===== src/rtl/regfile_seq.sv =====
// Register file sequencer: hazard-checked operand fetch plus writeback replay.
// Optional define REGFILE_SEQ_BYPASS_EN lets a RAW-blocked issue go during the write cycle.
module regfile_seq #(
    parameter int DW   = 8,
    parameter int NREG = 4
) (
    input  logic          clk,
    input  logic          rst,
    input  logic          IssueValid,
    output logic          IssueReady,
    input  logic [1:0]    IssueSrcA,
    input  logic [1:0]    IssueSrcB,
    input  logic [1:0]    IssueDst,
    input  logic          IssueHasDst,
    output logic          OpValid,
    input  logic          OpReady,
    output logic [DW-1:0] OpA,
    output logic [DW-1:0] OpB,
    output logic [1:0]    OpDst,
    output logic          OpHasDst,
    input  logic          WbValid,
    output logic          WbReady,
    input  logic [1:0]    WbReg,
    input  logic [DW-1:0] WbData,
    output logic [1:0]    RfReadRegA,
    output logic [1:0]    RfReadRegB,
    input  logic [DW-1:0] RfReadDataA,
    input  logic [DW-1:0] RfReadDataB,
    output logic [1:0]    RfWriteReg,
    output logic [DW-1:0] RfWriteData,
    output logic          RfWriteEnable
);

    typedef enum logic [1:0] {
        S_IDLE,
        S_READ,
        S_OUT
    } state_t;

    state_t          r_state;
    state_t          w_next;
    logic [NREG-1:0] r_busy;
    logic [NREG-1:0] w_busy_next;
    logic [1:0]      r_src_a;
    logic [1:0]      r_src_b;
    logic [1:0]      r_dst;
    logic            r_has_dst;
    logic            r_retry;
    logic [DW-1:0]   r_op_a;
    logic [DW-1:0]   r_op_b;
    logic            r_we;
    logic [1:0]      r_wreg;
    logic [DW-1:0]   r_wdata;

    logic w_busy_a;
    logic w_busy_b;
    logic w_busy_d;
    logic w_hazard;
    logic w_accept;
    logic w_collide;
    logic w_repeat;

    // A source being written this cycle is free once the edge lands
`ifdef REGFILE_SEQ_BYPASS_EN
    assign w_busy_a = r_busy[IssueSrcA] & ~(r_we & (r_wreg == IssueSrcA));
    assign w_busy_b = r_busy[IssueSrcB] & ~(r_we & (r_wreg == IssueSrcB));
`else
    assign w_busy_a = r_busy[IssueSrcA];
    assign w_busy_b = r_busy[IssueSrcB];
`endif
    assign w_busy_d = IssueHasDst & r_busy[IssueDst];
    assign w_hazard = w_busy_a | w_busy_b | w_busy_d;

    assign IssueReady = (r_state == S_IDLE) & ~w_hazard & ~rst;
    assign w_accept   = IssueValid & IssueReady;
    assign WbReady    = ~rst;

    // Write landing on a source during READ makes the sample stale
    assign w_collide = r_we & ((r_wreg == r_src_a) | (r_wreg == r_src_b));
    assign w_repeat  = w_collide & ~r_retry;

    always_comb begin
        w_next = r_state;
        unique case (r_state)
            S_IDLE: if (w_accept) w_next = S_READ;
            S_READ: if (!w_repeat) w_next = S_OUT;
            S_OUT:  if (OpReady) w_next = S_IDLE;
            default: w_next = S_IDLE;
        endcase
    end

    // Clear then set, so a same-edge set of one bit wins
    always_comb begin
        w_busy_next = r_busy;
        if (r_we) w_busy_next[r_wreg] = 1'b0;
        if (w_accept && IssueHasDst) w_busy_next[IssueDst] = 1'b1;
    end

    always_ff @(posedge clk or posedge rst) begin
        if (rst) begin
            r_state <= S_IDLE;
            r_busy  <= '0;
        end else begin
            r_state <= w_next;
            r_busy  <= w_busy_next;
        end
    end

    always_ff @(posedge clk or posedge rst) begin
        if (rst) begin
            r_src_a   <= '0;
            r_src_b   <= '0;
            r_dst     <= '0;
            r_has_dst <= 1'b0;
        end else if (w_accept) begin
            r_src_a   <= IssueSrcA;
            r_src_b   <= IssueSrcB;
            r_dst     <= IssueDst;
            r_has_dst <= IssueHasDst;
        end
    end

    always_ff @(posedge clk or posedge rst) begin
        if (rst) begin
            r_op_a  <= '0;
            r_op_b  <= '0;
            r_retry <= 1'b0;
        end else if (r_state == S_READ) begin
            if (w_repeat) begin
                r_retry <= 1'b1;
            end else begin
                r_op_a  <= RfReadDataA;
                r_op_b  <= RfReadDataB;
                r_retry <= 1'b0;
            end
        end
    end

    always_ff @(posedge clk or posedge rst) begin
        if (rst) begin
            r_we    <= 1'b0;
            r_wreg  <= '0;
            r_wdata <= '0;
        end else if (WbValid) begin
            r_we    <= 1'b1;
            r_wreg  <= WbReg;
            r_wdata <= WbData;
        end else begin
            r_we    <= 1'b0;
        end
    end

    assign OpValid       = (r_state == S_OUT);
    assign OpA           = r_op_a;
    assign OpB           = r_op_b;
    assign OpDst         = r_dst;
    assign OpHasDst      = r_has_dst;
    assign RfReadRegA    = r_src_a;
    assign RfReadRegB    = r_src_b;
    assign RfWriteReg    = r_wreg;
    assign RfWriteData   = r_wdata;
    assign RfWriteEnable = r_we;

endmodule


===== config.mk =====
export PLATFORM = sky130hd
export DESIGN_NAME = regfile_seq
export DESIGN_NICKNAME = d
export VERILOG_FILES = /design/src/rtl/regfile_seq.sv
export SDC_FILE = /design/constraint.sdc
export NUM_CORES = 1
export LEC_CHECK = 0
export CORE_MARGIN = 3
export CORE_UTILIZATION = 39
export CTS_BUF_LIST = sky130_fd_sc_hd__clkbuf_4
export CTS_CLUSTER_SIZE = 28
export DETAILED_ROUTE_END_ITERATION = 16
export GPL_ROUTABILITY_DRIVEN = 1
export PLACE_DENSITY = 0.83
export SLEW_MARGIN = 30
export SYNTH_ARGS = -nofsm -noshare
export SYNTH_HDL_FRONTEND = slang
export SYNTH_SLANG_ARGS = --single-unit

===== constraint.sdc =====
create_clock -name clk -period 1.9 [get_ports clk]
set_clock_uncertainty 0.15 [all_clocks]
set_input_delay 0.38 -clock clk [delete_from_list [all_inputs] [get_ports clk]]
set_output_delay 0.38 -clock clk [all_outputs]
set_load 0.01 [all_outputs]

# Yosys cells after proc, flatten, opt, wreduce, memory -nomap -nowiden
# Index checks and enable logic that the tools add are counted.
dict set report op_classes {
  magnitude_cmp 6
  n_eq_ne 7
  mux 18
  bitwise 16
  n_reduce_logical 6
}
# operator count
set ops {}
lappend ops {{less-than comparator 2 x 3 -> 1 bit (second input constant)} 4}
lappend ops {{two-way mux 4 bit} 2}
lappend ops {{two-way mux 1 bit} 7}
lappend ops {{AND 1 bit} 6}
lappend ops {{binary-select mux 1 bit (select 2 bit)} 3}
lappend ops {{two-way mux 2 bit} 3}
lappend ops {{case mux 2 bit (3 select lines)} 1}
lappend ops {{AND 4 bit} 1}
lappend ops {{demux 1 bit (select 2 bit)} 2}
lappend ops {{equality test 2 bit} 2}
lappend ops {{greater-or-equal comparator 2 x 1 -> 1 bit (second input constant)} 2}
lappend ops {{!= test 2 bit (second input constant)} 2}
lappend ops {{NOT 1 bit} 4}
lappend ops {{NOT 4 bit} 1}
lappend ops {{OR 4 bit} 1}
lappend ops {{logical AND 1 bit} 3}
lappend ops {{OR 1 bit} 3}
lappend ops {{AND reduction 3 bit} 1}
lappend ops {{equality test 2 x 1 -> 1 bit (second input constant)} 1}
lappend ops {{equality test 2 bit (second input constant)} 1}
lappend ops {{zero test 2 bit} 1}
lappend ops {{!= test 2 x 1 -> 1 bit (second input constant)} 1}
lappend ops {{AND reduction 2 bit} 1}
dict set report totals {
  register_bits 41
  input_bits 38
  out_inout_bits 37
}

# Longest topological paths before layout
# Gate-level depths: netlist of run 1.
dict set report logic_depth {
  word_depth 10
  ltp_mapped 5
}

# Least setup slack after synthesis of run 1
# OpenSTA, ideal clock, no wires.
dict set report synth_timing {
  kind {flip-flop to flip-flop}
  start {register r_wreg[0], in the netlist RfWriteReg[0]}
  end {register r_op_a[7], in the netlist OpA[7]}
  setup_ns 0.125
  t_arrival_ns 1.674
  slack_ns -0.049
  path_stages_with_launch 6
  path_buffers 1
  cell_sequence {dfrtp_1 -> xor2_1 -> o22ai_1 -> a31oi_2 -> buf_4 -> mux2_2}
}
dict set report synth_via {
  elab_chain_len 6
}
# item line_no
set synth_lines {}
lappend synth_lines {{start, declared} 52} ;# logic [1:0] r_wreg;
lappend synth_lines {{start signal, assigned} 146} ;# r_wreg <= WbReg;
lappend synth_lines {{equality test 2 bit} 79} ;# assign w_collide = r_we & ((r_wreg == r_src_a) | (r_wreg == r_src_b));
lappend synth_lines {{OR 1 bit *} 79}
lappend synth_lines {{AND 1 bit *} 79}
lappend synth_lines {{AND 1 bit *} 80} ;# assign w_repeat = w_collide & ~r_retry;
lappend synth_lines {{NOT 1 bit (no line) *} --}
lappend synth_lines {{AND reduction 2 bit (no line) *} --}
lappend synth_lines {{end signal, assigned} 132} ;# r_op_a <= RfReadDataA;
lappend synth_lines {{end, declared} 49} ;# logic [DW-1:0] r_op_a;
# Every way passes the cells marked *; elsewhere a longest branch is shown, timed or not.
# A chain may end at the register's enable or synchronous reset.

# Final worst setup path of run 1
dict set report layout_timing {
  start {input IssueSrcB[0]}
  end {output IssueReady}
}
dict set report layout_via {
  elab_chain_len 7
}
# item line_no
set layout_lines {}
lappend layout_lines {{start, declared} 12} ;# input logic [1:0] IssueSrcB,
lappend layout_lines {{binary-select mux 1 bit (select 2 bit)} 69} ;# assign w_busy_b = r_busy[IssueSrcB];
lappend layout_lines {{two-way mux 1 bit (implied by the code)} 69}
lappend layout_lines {{OR 1 bit (2 in series)} 72} ;# assign w_hazard = w_busy_a | w_busy_b | w_busy_d;
lappend layout_lines {{NOT 1 bit} 74} ;# assign IssueReady = (r_state == S_IDLE) & ~w_hazard & ~rst;
lappend layout_lines {{AND 1 bit (2 in series)} 74}
lappend layout_lines {{end, declared} 10} ;# output logic IssueReady,
# No other way between the ends. The select of a mux whose other input is x is not followed.

==> results of run 1 <==
## metal layers
| metal | share of wire (%) | track usage, % | vias up |
|---|---|---|---|
| met4 | 1.3 | 4.92 | 0 |
| met5 | 0 | 0 | - |
| met3 | 8.1 | 8.13 | 8 |
| met1 | 37 | 20.3 | 666 |
| met2 | 53 | 30.1 | 49 |
| li1 | - | - | 635 |
## registers in the layout, indices dropped and copies added, names as in the netlist
register / flops
OpB: 8
r_busy: 4
OpA: 8
RfReadRegA: 2
r_retry: 1
OpDst: 2
RfReadRegB: 2
r_state: 2
RfWriteData: 8
OpHasDst: 1
RfWriteEnable: 1
RfWriteReg: 2
## tightest hold or removal path, cell delays in order
cell and delay (ps):
dlygate4sd2_1 270, buf_4 140, clkinv_1 40, buf_4 430
## power by group
group,internal [uW],switching [uW]
sequential,1190,176
combinational,1180,684
clock,133,275
total,2510,1130
## path summary, 6_finish.rpt
path,depth (start not counted),slack [ps],endpoint,start
hold / removal,4,310,RfReadRegB[0]$_DFFE_PP0P_,rst
setup / recovery,4,-360,IssueReady,IssueSrcB[0]
hold reg to reg,2,350,r_retry$_DFFE_PP0N_,r_retry$_DFFE_PP0N_
min in group clk,2,330,RfReadRegA[0]$_DFFE_PP0P_,IssueSrcA[0]
setup reg to reg,6,-150,RfReadRegA[1]$_DFFE_PP0P_,r_busy[3]$_DFF_PP0_
max in group asynchronous,4,920,RfWriteEnable$_DFF_PP0_,rst
## cell families after synthesis
logic type | count (synthesis) | share of synthesized area, %
AOI/OAI and AO/OA | 16 | 5.93
xor gates and xnor gates | 4 | 2.03
muxes | 36 | 25.8
and+or+nand+nor | 13 | 4.56
DFF | 41 | 59.3
buffers and inverters | 8 | 2.39
## Yosys cell counts
library cell,n
mux4_2,2
mux2_4,5
inv_1,5
o31ai_1,4
clkbuf_1,1
o21ai_0,8
nor3_1,1
a21o_1,1
o22ai_1,1
nand2_1,5
dfrtp_1,41
mux2i_1,1
a31oi_1,1
buf_4,1
nand4bb_2,1
buf_6,1
mux2_2,28
nor3b_1,1
xor2_1,4
a31oi_2,1
nand2b_1,4
nor2b_1,1
## metrics by stage
stage | instance area (um2) | instances | util [%]
after global routing | 2890 | 276 | 69.8
after CTS | 2830 | 275 | 68.3
after detailed placement | 2710 | 261 | 65.3
final | 2890 | 276 | 69.8
after floorplan | 1750 | 118 | -
after global placement | 2710 | 261 | 65.3
## area by class of cell
| class | instances | area [um2] | share of cell area (%) |
|---|---|---|---|
| tap | 50 | 62.6 | 2.16 |
| clock inverter | 2 | 11.3 | 0.389 |
| multi-input combinational | 69 | 749 | 25.9 |
| clock buffer | 5 | 37.5 | 1.30 |
| timing repair buffer | 104 | 987 | 34.1 |
| sequential | 41 | 1030 | 35.5 |
| inverter | 5 | 18.8 | 0.649 |
## cells in the final DEF, fill, tap and decap left out, types with 2 or more instances in the layout
| master | count |
|---|---|
| inv_1 | 4 |
| nand2_1 | 5 |
| o21ai_0 | 6 |
| buf_4 | 26 |
| mux4_2 | 2 |
| o31ai_4 | 3 |
| mux2_2 | 28 |
| buf_6 | 2 |
| dfrtp_1 | 40 |
| clkbuf_4 | 5 |
| clkinv_1 | 2 |
| mux2_4 | 5 |
| xor2_1 | 4 |
| buf_12 | 2 |
| dlygate4sd2_1 | 7 |
| nand2b_1 | 4 |
| clkdlybuf4s50_1 | 64 |
## timing repair
action,4_1_cts,5_1_grt
gates resized for setup,18,11
setup buffers,7,2
pin swaps,1,0
setup endpoints to repair,37,32
==> impl_metrics.csv, run 1 <==
group,metric,value,unit
status,outcome,"finished with violations",
status,failed_checks,"setup timing",
critical_path,crit_buf_inv,2,
synthesis,syn_avg_cell_area,14.7,um2
critical_path,crit_required,1370,ps
placement,dp_hpwl,3190,um
detailed_routing,dr.pass1.iters,4,
synthesis,post-synth-top-area-cell,"dfrtp_1",
synthesis,synthCells,118,
detailed_routing,drc,0,
sta,finalMaxSlewViolations,0,
sta,tightest_slew,509,ps
clock_tree,cts-hold-fix-buffers,0,
synthesis,yosys_warnings,0,
power_and_ir_drop,peakVddDrop,0.588,mV
sta,fin_crit,2260,ps
clock_tree,numCtsBuffers,5,
final_layout,drive_above_1_share,36.7,%
die,die_area,5270,um2
sta,worst_slack,-361,ps
placement,pre_cts_ws,-925,ps
die,die_h,72.6,um
critical_path,cp_max_fo,2,
power_and_ir_drop,fin_total_pwr,3640,uW
sta,holdWs,310,ps
final_layout,nets,264,
die,design.core.area,4140,um2
clock_tree,root_buffer,"clkbuf_4",
clock_tree,cts_tree,"yes",
sta,timing.final.hold_violations,0,
critical_path,cpLargestDelayFamily,"buffers and inverters",
critical_path,critPathArrivalTime,1730,ps
critical_path,crit_path_start_kind,"input pin",
critical_path,critPathKind,"in -> out",
final_layout,fillers,303,
detailed_routing,ant_nets,0,
final_layout,areaGrowthSynthToFinish,67.4,%
synthesis,synth_top_area_share,59.3,%
clock_tree,cts_buffer_depth,2,
global_route,grt_use_total,17.8,%
synthesis,syn_nets,156,
die,start_util,41.7,%
global_route,grt_pass1_vias,1485,
clock_tree,clk_pin_slew,110,ps
critical_path,critPathCaptureType,"output port",
synthesis,synth.distinct_cells,22,
synthesis,seq_area_frac_synth,59.3,%
sta,setup_violations,12,
sta,slew_headroom,66.1,%
global_route,antenna_found_initial,0,
die,io-pin-count,75,
power_and_ir_drop,power.density,1260,nW/um2
die,num_rows,23,
critical_path,cp_slowest_stage_delay,530,ps
detailed_routing,wl_per_cell,15.8,um
critical_path,critical_path.cell_chain,"clkdlybuf4s50_1 -> mux4_2 -> nor3b_2 -> buf_2",
final_layout,diodes,0,
clock_tree,ctsHtreeMaxLevel,2,
placement,place_congestion,0.801,
detailed_routing,via_count,1358,
synthesis,ys_ff_latch,41,
global_route,overflow,0,
placement,io_buffer_count,74,
detailed_routing,routed_wirelength,4370,um
detailed_routing,drtIter0Drc,71,
sta,tns,-1730,ps
sta,rsz0062_at_grt,"yes",
global_route,grt_pass1_wl,7050,um
synthesis,synth.area.top_cells,"dfrtp_1 (59%), mux2_2 (18%), mux2_4 (4.3%), mux4_2 (2.6%), o21ai_0 (2.3%)",
synthesis,synth.cell_area,1730,um2
clock_tree,insertion_delay,350,ps
run,drv_cap,0,
global_route,grt_max_degree,42,
clock_tree,clock_sink_count,41,
power_and_ir_drop,leakagePower,0.00127,uW
sta,max_freq,442,MHz
critical_path,slowest_stage,"mux4_2",
die,die_w,72.6,um
detailed_routing,viasPerCell,4.92,
sta,fin_crit_sh,119,%
min_path,hp-class,"in -> async",
Note: power is estimated with default switching activity, not from simulation.
==> inputs of run 2 (changes only) <==
--- a/config.mk
+++ b/config.mk
@@ -6,12 +6,13 @@
 export NUM_CORES = 1
 export LEC_CHECK = 0
 export CORE_MARGIN = 3
-export CORE_UTILIZATION = 39
+export CORE_UTILIZATION = 58
 export CTS_BUF_LIST = sky130_fd_sc_hd__clkbuf_4
 export CTS_CLUSTER_SIZE = 28
 export DETAILED_ROUTE_END_ITERATION = 16
+export DONT_BUFFER_PORTS = 1
 export GPL_ROUTABILITY_DRIVEN = 1
-export PLACE_DENSITY = 0.83
+export PLACE_DENSITY = 0.81
 export SLEW_MARGIN = 30
 export SYNTH_ARGS = -nofsm -noshare
 export SYNTH_HDL_FRONTEND = slang
==> run 2 against run 1 <==
Against the previous run:
- global-route usage is 3.4 points higher
- critical path depth is 1 lower
- routed wire length is 13% lower
- clock power hardly changed
- via count is 18% lower
- core utilization is 6.3 points higher
- critical path type is now reg -> out
- first-iteration DRC count is 32% lower
- combinational power is 43% lower
- final area is 26% lower
- register-to-register slack worse by 40 ps
- power is 18% lower
- the run still ends with setup timing left
- sequential cell count stayed put
==> impl_metrics.csv, run 2 (same netlist as run 1, synthesis figures left out) <==
group,metric,value,unit
die,start_util,61.6,%
global_route,met3_usage,8.30,%
global_route,grt_use_total,21.2,%
global_route,overflow,0,
critical_path,slowest_stage,"mux4_2",
critical_path,critPathKind,"reg -> out",
sta,setup_violations,12,
clock_tree,insertion_delay,340,ps
placement,pre_cts_ws,-99.2,ps
critical_path,cpLargestDelayFamily,"multiplexers",
status,failed_checks,"setup timing",
critical_path,critPathArrivalTime,1720,ps
global_route,grt_pass1_vias,1183,
detailed_routing,drc,0,
power_and_ir_drop,leakagePower,0.000956,uW
die,io-pin-count,75,
clock_tree,root_buffer,"clkbuf_4",
sta,timing.final.hold_violations,0,
clock_tree,numCtsBuffers,5,
global_route,grt_max_degree,42,
placement,place_congestion,0.691,
final_layout,final_common_cell,"dfrtp_1",
sta,fin_crit_sh,118,%
global_route,grt_use_met1,23.8,%
final_layout,nets,190,
sta,slew_headroom,66.6,%
detailed_routing,wl_per_cell,20.9,um
power_and_ir_drop,peakVddDrop,0.848,mV
critical_path,rrSetupSlack,-190,ps
clock_tree,ctsHtreeMaxLevel,2,
final_layout,drive_above_1_share,45.4,%
clock_tree,cts_tree,"yes",
placement,placed_area,1850,um2
critical_path,critical_path.cell_chain,"mux4_2 -> a31oi_4 -> nor3b_4",
critical_path,critPathCaptureType,"output port",
detailed_routing,viasPerCell,6.11,
global_route,antenna_found_initial,0,
die,die_area,3670,um2
final_layout,design_area,2140,um2
detailed_routing,via_count,1118,
final_layout,areaGrowthSynthToFinish,23.6,%
run,drv_cap,0,
critical_path,crit_required,1370,ps
placement,io_buffer_count,0,
sta,max_freq,445,MHz
final_layout,final_cell_mix,"dfrtp_1 (41), mux2_2 (28), buf_4 (15)",
die,design.core.area,2810,um2
sta,fin_crit,2250,ps
global_route,grt_pass1_wl,5490,um
detailed_routing,dr.pass1.iters,4,
detailed_routing,ant_nets,0,
final_layout,diodes,0,
critical_path,crit_path_start_kind,"flip-flop",
detailed_routing,drtIter0Drc,48,
critical_path,cp_max_fo,2,
global_route,top_usage_layer,"met2",
clock_tree,clk_pin_slew,120,ps
critical_path,cp_slowest_stage_delay,510,ps
die,num_rows,19,
die,die_h,60.6,um
final_layout,fillers,174,
min_path,hp-class,"in -> reg",
status,outcome,"finished with violations",
placement,dp_hpwl,2370,um
sta,rsz0062_at_grt,"yes",
critical_path,crit_buf_inv,0,
detailed_routing,routed_wirelength,3820,um
clock_tree,cts_buffer_depth,2,
sta,tightest_slew,501,ps
power_and_ir_drop,power.density,1400,nW/um2
global_route,grtUsageMet2,34.7,%
sta,finalMaxSlewViolations,0,
sta,worst_slack,-348,ps
clock_tree,clock_sink_count,41,
die,die_w,60.6,um
run 2: cell type report:
| class | count | area, um2 | area share [%] |
|---|---|---|---|
| Sequential cell | 41 | 1030 | 48.0 |
| Tap cell | 31 | 38.8 | 1.81 |
| Inverter | 5 | 18.8 | 0.878 |
| Clock inverter | 1 | 3.75 | 0.176 |
| Multi-Input combinational cell | 69 | 728 | 34.1 |
| Clock buffer | 6 | 45.0 | 2.11 |
| Timing Repair Buffer | 30 | 277 | 12.9 |
run 2: worst paths after layout:
check | startpoint | to | cells after the start
worst max-delay path | r_busy[3]$_DFF_PP0_ | IssueReady | 3
worst max register to register | r_busy[3]$_DFF_PP0_ | RfReadRegA[1]$_DFFE_PP0P_ | 6
worst min-delay path | WbValid | RfWriteReg[1]$_DFFE_PP0P_ | 2
min in group asynchronous | rst | OpA[0]$_DFFE_PP0P_ | 3
worst min register to register | r_retry$_DFFE_PP0N_ | r_retry$_DFFE_PP0N_ | 2
max in group asynchronous | rst | RfWriteReg[0]$_DFFE_PP0P_ | 3
run 2: per-layer routing:
metal	wire length [um]	vias to the layer above	part of all wire (%)
met1	1440	553	38
met3	260	17	6.8
met4	136	0	3.6
met5	0	-	0
met2	1990	65	52
li1	-	483	-
run 2: timing repair:
item	in CTS	in global routing
gates resized for setup	7	4
pin swaps	1	0
gates cloned	1	0
hold endpoints to repair	45	7
hold buffers	4	7
setup buffers	7	0
setup endpoints to repair	24	12
run 2: stage by stage:
| step | hold WS (ps) | util (%) | TNS (ps) | power, uW | instances |
|---|---|---|---|---|---|
| 6_report | 11.9 | 76.2 | -1790 | 2990 | 183 |
| 2_1_floorplan | 261 | - | -81.2 | 2160 | 118 |
| 3_5_place_dp | 263 | 65.9 | -1820 | 2400 | 157 |
| 3_3_place_gp | 262 | 65.9 | -456 | 2350 | 157 |
| 4_1_cts | 0.107 | 73.1 | -1270 | 2950 | 176 |
| 5_1_grt | 0.829 | 76.2 | -2130 | 3170 | 183 |
run 2: power by group:
| group | internal (uW) | total (uW) | switching (uW) |
|---|---|---|---|
| Combinational | 631 | 1060 | 426 |
| Clock | 149 | 409 | 260 |
| Sequential | 1190 | 1520 | 330 |
| Total | 1970 | 2990 | 1020 |
==> RTL change 1, RTL diff (flow settings as in run 2) <==
Re-encode `state_t` (3 states) as one-hot, 3 bits wide.
--- a/src/rtl/regfile_seq.sv
+++ b/src/rtl/regfile_seq.sv
@@ -31,10 +31,10 @@
     output logic          RfWriteEnable
 );
 
-    typedef enum logic [1:0] {
-        S_IDLE,
-        S_READ,
-        S_OUT
+    typedef enum logic [2:0] {
+        S_IDLE = 3'b001,
+        S_READ = 3'b010,
+        S_OUT  = 3'b100
     } state_t;
 
     state_t          r_state;
Behaviour: same outputs for any inputs over 10 cycles, from zero or initial values and one cycle with rst high; not proved beyond that.
==> RTL change 1 against run 2 <==
- the flow still finishes with violations (setup timing)
- worst setup slack better by 0.13 ns
- worst hold slack improved by 0.0090 ns
- combinational power down 24%
- sequential cell count increased by 1
- routed wire length down 0.10%
- power shrank 9.4%
- area after synthesis up 4.9%
- design area shrank 0.53%
- sequential power is 3% lower
- critical path type unchanged
==> RTL change 1: results (changes against run 2) <==
Logic synthesis
  – Synth cell count leaders: dfrtp_1 (41), mux2_2 (28), o21ai_0 (6), inv_1 (5), mux2_4 (5) (was dfrtp_1 (41), mux2_2 (28), o21ai_0 (8))
  – Yosys cell types: 28 (was 22)
  – Area contributors post-synth: dfrtp_1 (57%), mux2_2 (17%), mux2_4 (4.1%) (was dfrtp_1 (59%), mux2_2 (18%), mux2_4 (4.3%))
  – Seq/Total Area, Yosys: 58.0% (was 59.3%)

GRT
  – First-pass GRT wire length: 5660 um (was 5490 um)
  – Largest net degree at the start of global routing: 43 (was 42)
  – Number of global-route vias before repair: 1,264 (was 1,183)

STA
  – Final setup viols: 12 (unchanged)
  – Setup TNS: -1.34 ns (was -1.79 ns)
  – Final WS setup: -0.222 ns (was -0.348 ns)
  – Worst Tran Pin Value: 0.510 ns (was 0.501 ns)

Worst setup path
  – CP max FO: 4 (was 2)
  – Worst EP arrival: 1.59 ns (was 1.72 ns)

Worst hold path
  – Hold depth: 1 (was 2)

Layout
  – Design Area, Final: 0.00213 mm^2 (was 0.00214 mm^2)
  – Fillers: 191 (was 174)
  – Final Net Count: 191 (was 190)
  – Fraction of layout cells with a size suffix above 1: 46.8% (was 45.4%)

Outcome
  – Outcome: finished, violations left (unchanged)
  – Failing checks: setup timing (unchanged)

Detailed routing
  – Iter 0 DRT Violations: 46 (was 48)
  – Drt via density: 5.73 (was 6.11)

Placement
  – Placement Cell Area: 0.00196 mm^2 (was 0.00185 mm^2)
  – Placed cells: 180 (was 157)
  – Dpl ws: -0.118 ns (was -0.0992 ns)
  – Routability cong.: 0.853 (was 0.691)

Power
  – LEAKAGE: 0.000988 uW (was 0.000956 uW)
[RTL change 1: final cells by class]
cell class / count / area share, %
Sequential cell: 42 / 49.5
Multi-Input combinational cell: 77 / 35.2
Timing Repair Buffer: 22 / 9.42
Tap cell: 42 / 2.47
Clock buffer: 6 / 2.12
Inverter: 5 / 0.883
Clock inverter: 2 / 0.412
[RTL change 1: cell families after synthesis]
logic type             count (synthesis)  share of synthesized area [%]
buffers and inverters                  8                           2.28
multiplexers                          37                           25.3
XOR/XNOR                               4                           1.93
AND/OR/NAND/NOR                       20                           6.21
AO/OA/AOI/OAI                         16                           6.28
flip-flops                            42                           58.0
[RTL change 1: worst paths after layout]
kind,from,endpoint,slack [ns]
setup / recovery,r_busy[1],IssueReady,-0.22
hold / removal,IssueSrcA[1],RfReadRegA[1],0.02
setup reg to reg,r_busy[1],OpDst[0],-0.16
hold reg to reg,r_retry,r_retry,0.43
max in group asynchronous,rst,r_state[0],0.73
min in group asynchronous,rst,OpDst[1],0.51
[RTL change 1: routing by layer]
layer	wire length, um	GRT usage [%]	up-vias
li1	-	-	504
met1	1410	23.8	553
met2	2000	35.4	55
met3	314	7.23	12
met4	91	10.6	0
met5	0	0	-
[RTL change 1: power by group]
part	leakage [uW]	switching, uW	internal, uW
combinational	0.000427	333	474
sequential	0.000528	299	1180
clock	0.0000331	268	153
total	0.000988	900	1810
[RTL change 1: what timing repair did]
action                     4_1_cts  5_1_grt
cloned                           0        0
pin swaps                        2        1
setup endpoints to repair       24       12
hold endpoints to repair        45        0
resized for setup                5        3
hold buffers                     4        0
buffers inserted                 3        1
==> RTL change 2, RTL diff (flow settings as in run 2) <==
Made on the original files. Add a define of `REGFILE_SEQ_BYPASS_EN`.
--- a/src/rtl/regfile_seq.sv
+++ b/src/rtl/regfile_seq.sv
@@ -1,5 +1,7 @@
 // Register file sequencer: hazard-checked operand fetch plus writeback replay.
 // Optional define REGFILE_SEQ_BYPASS_EN lets a RAW-blocked issue go during the write cycle.
+`define REGFILE_SEQ_BYPASS_EN
+
 module regfile_seq #(
     parameter int DW   = 8,
     parameter int NREG = 4
Check against the original RTL: not equivalent (a bounded check fails within 4 cycles, from zero or initial values and one cycle with rst high).
==> RTL change 2 against run 2 <==
- the flow still finishes with violations (setup timing)
- synthesized cell count is 7.6% higher
- clock power is 3% higher
- register-to-register slack worse by 0.13 ns
- worst setup slack worse by 0.090 ns
- area after synthesis is 3.8% higher
- design area is 12% higher
- maximum frequency is 3.8% lower
- count of clock-buffer cells in the layout stayed put
- routed wire length is 25% higher
- sequential cell count stayed put
- power is 9.7% higher
==> RTL change 2: results (changes against run 2) <==
Outcome
  – Outcome: finished, violations left (unchanged)
  – Failing checks: setup timing (unchanged)

Worst hold path
  – Worst Hold Launch: IssueHasDst (was WbValid)
  – Hold Crit Endpoint: OpHasDst (was RfWriteReg[1])

Worst setup path
  – Worst R2R Path Depth: 7 (was 6)
  – CP peak stage delay: 0.46 ns (was 0.51 ns)
  – CP max FO: 3 (was 2)
  – Reg2reg setup slack: -0.32 ns (was -0.19 ns)

Logic synthesis
  – Synth cell count leaders: dfrtp_1 (41), mux2_2 (27), inv_1 (6), nand2_1 (6), xor2_1 (6) (was dfrtp_1 (41), mux2_2 (28), o21ai_0 (8))
  – Seq/Total Area, Yosys: 57.2% (was 59.3%)
  – Net Count, Synth: 165 (was 156)
  – Area contributors post-synth: dfrtp_1 (57%), mux2_2 (17%), mux2_4 (4.2%) (was dfrtp_1 (59%), mux2_2 (18%), mux2_4 (4.3%))
  – Yosys cell types: 25 (was 22)
  – Syn Area/Cell: 14.1 um^2 (was 14.7 um^2)

STA
  – Hold Slack: 0.0194 ns (was 0.0119 ns)
  – Final setup viols: 30 (was 12)
  – Final WS setup: -0.438 ns (was -0.348 ns)

Detailed routing
  – Drt via density: 6.22 (was 6.11)
  – Via count: 1,231 (was 1,118)
  – WL/cell: 24.2 um (was 20.9 um)
  – Iter 0 DRT Violations: 89 (was 48)

Layout
  – Fraction of layout cells with a size suffix above 1: 47.3% (was 45.4%)
  – Final Net Count: 204 (was 190)
  – Signal inverters: 6 (was 5)
  – Sequential cell count: 41 (unchanged)
  – Multi-input gate share of total cell area: 36.4% (was 34.1%)
  – Storage cell area: 0.00103 mm^2 (about the same)

Placement
  – Placement Cell Area: 0.00191 mm^2 (was 0.00185 mm^2)
  – Post-DP HPWL: 2810 um (was 2370 um)
  – Routability cong.: 0.807 (was 0.691)

Power
  – LEAKAGE: 0.00109 uW (was 0.000956 uW)
  – Worst vdd ir: 1.04 mV (was 0.848 mV)

GRT
  – GR Util met3: 9.43% (was 8.30%)
  – First-pass GRT wire length: 6200 um (was 5490 um)
  – Met1 usage: 26.8% (was 23.8%)
  – Met2 usage: 40.2% (was 34.7%)
## RTL change 2: how the worst max path moves through the flow
stage | start | end | slack, ns | cells past startpoint
after floorplan | IssueSrcA[0] | OpDst[0] | -0.22 | 5
after global placement | IssueSrcA[0] | OpDst[1] | -0.20 | 4
after detailed placement | IssueSrcB[0] | OpDst[1] | -0.29 | 5
after CTS | r_busy[3] | IssueReady | -0.43 | 4
after global routing | r_busy[3] | IssueReady | -0.52 | 4
final | r_busy[3] | IssueReady | -0.44 | 4
## RTL change 2: power by group
| part | total [uW] | leakage, uW | internal, uW | switching [uW] |
|---|---|---|---|---|
| clock network | 423 | 0.0000354 | 155 | 268 |
| logic | 1260 | 0.000558 | 773 | 491 |
| registers | 1590 | 0.000494 | 1190 | 399 |
## RTL change 2: repair_timing
| action | CTS | global route |
|---|---|---|
| gates cloned | 2 | 1 |
| hold endpoints to repair | 45 | 8 |
| pin swaps | 4 | 4 |
| gates resized for setup | 15 | 25 |
| endpoints found under the setup margin | 29 | 29 |
| hold buffers | 4 | 8 |
| setup buffers | 5 | 7 |
## RTL change 2: logic make-up after synthesis
| group | count (synthesis) | share of synthesized area (%) |
|---|---|---|
| and+or+nand+nor | 15 | 4.11 |
| buffers and inverters | 12 | 3.14 |
| muxes | 36 | 24.8 |
| xor gates and xnor gates | 8 | 3.91 |
| AOI/OAI and AO/OA | 15 | 6.90 |
| DFF | 41 | 57.2 |
## RTL change 2: worst register-to-register path, delay by kind of cell (launching register included)
family,cells,cell delay [ns]
buffers and inverters,2,0.30
AOI/OAI and AO/OA,2,0.40
DFF,1,0.41
and+or+nand+nor,1,0.08
muxes,2,0.78
## RTL change 2: metal layers
metal,wire (um),vias to the layer above,share of wire [%]
li1,-,523,-
met3,469,14,9.8
met1,1630,617,34
met4,159,0,3.3
met5,0,-,0
met2,2520,77,53
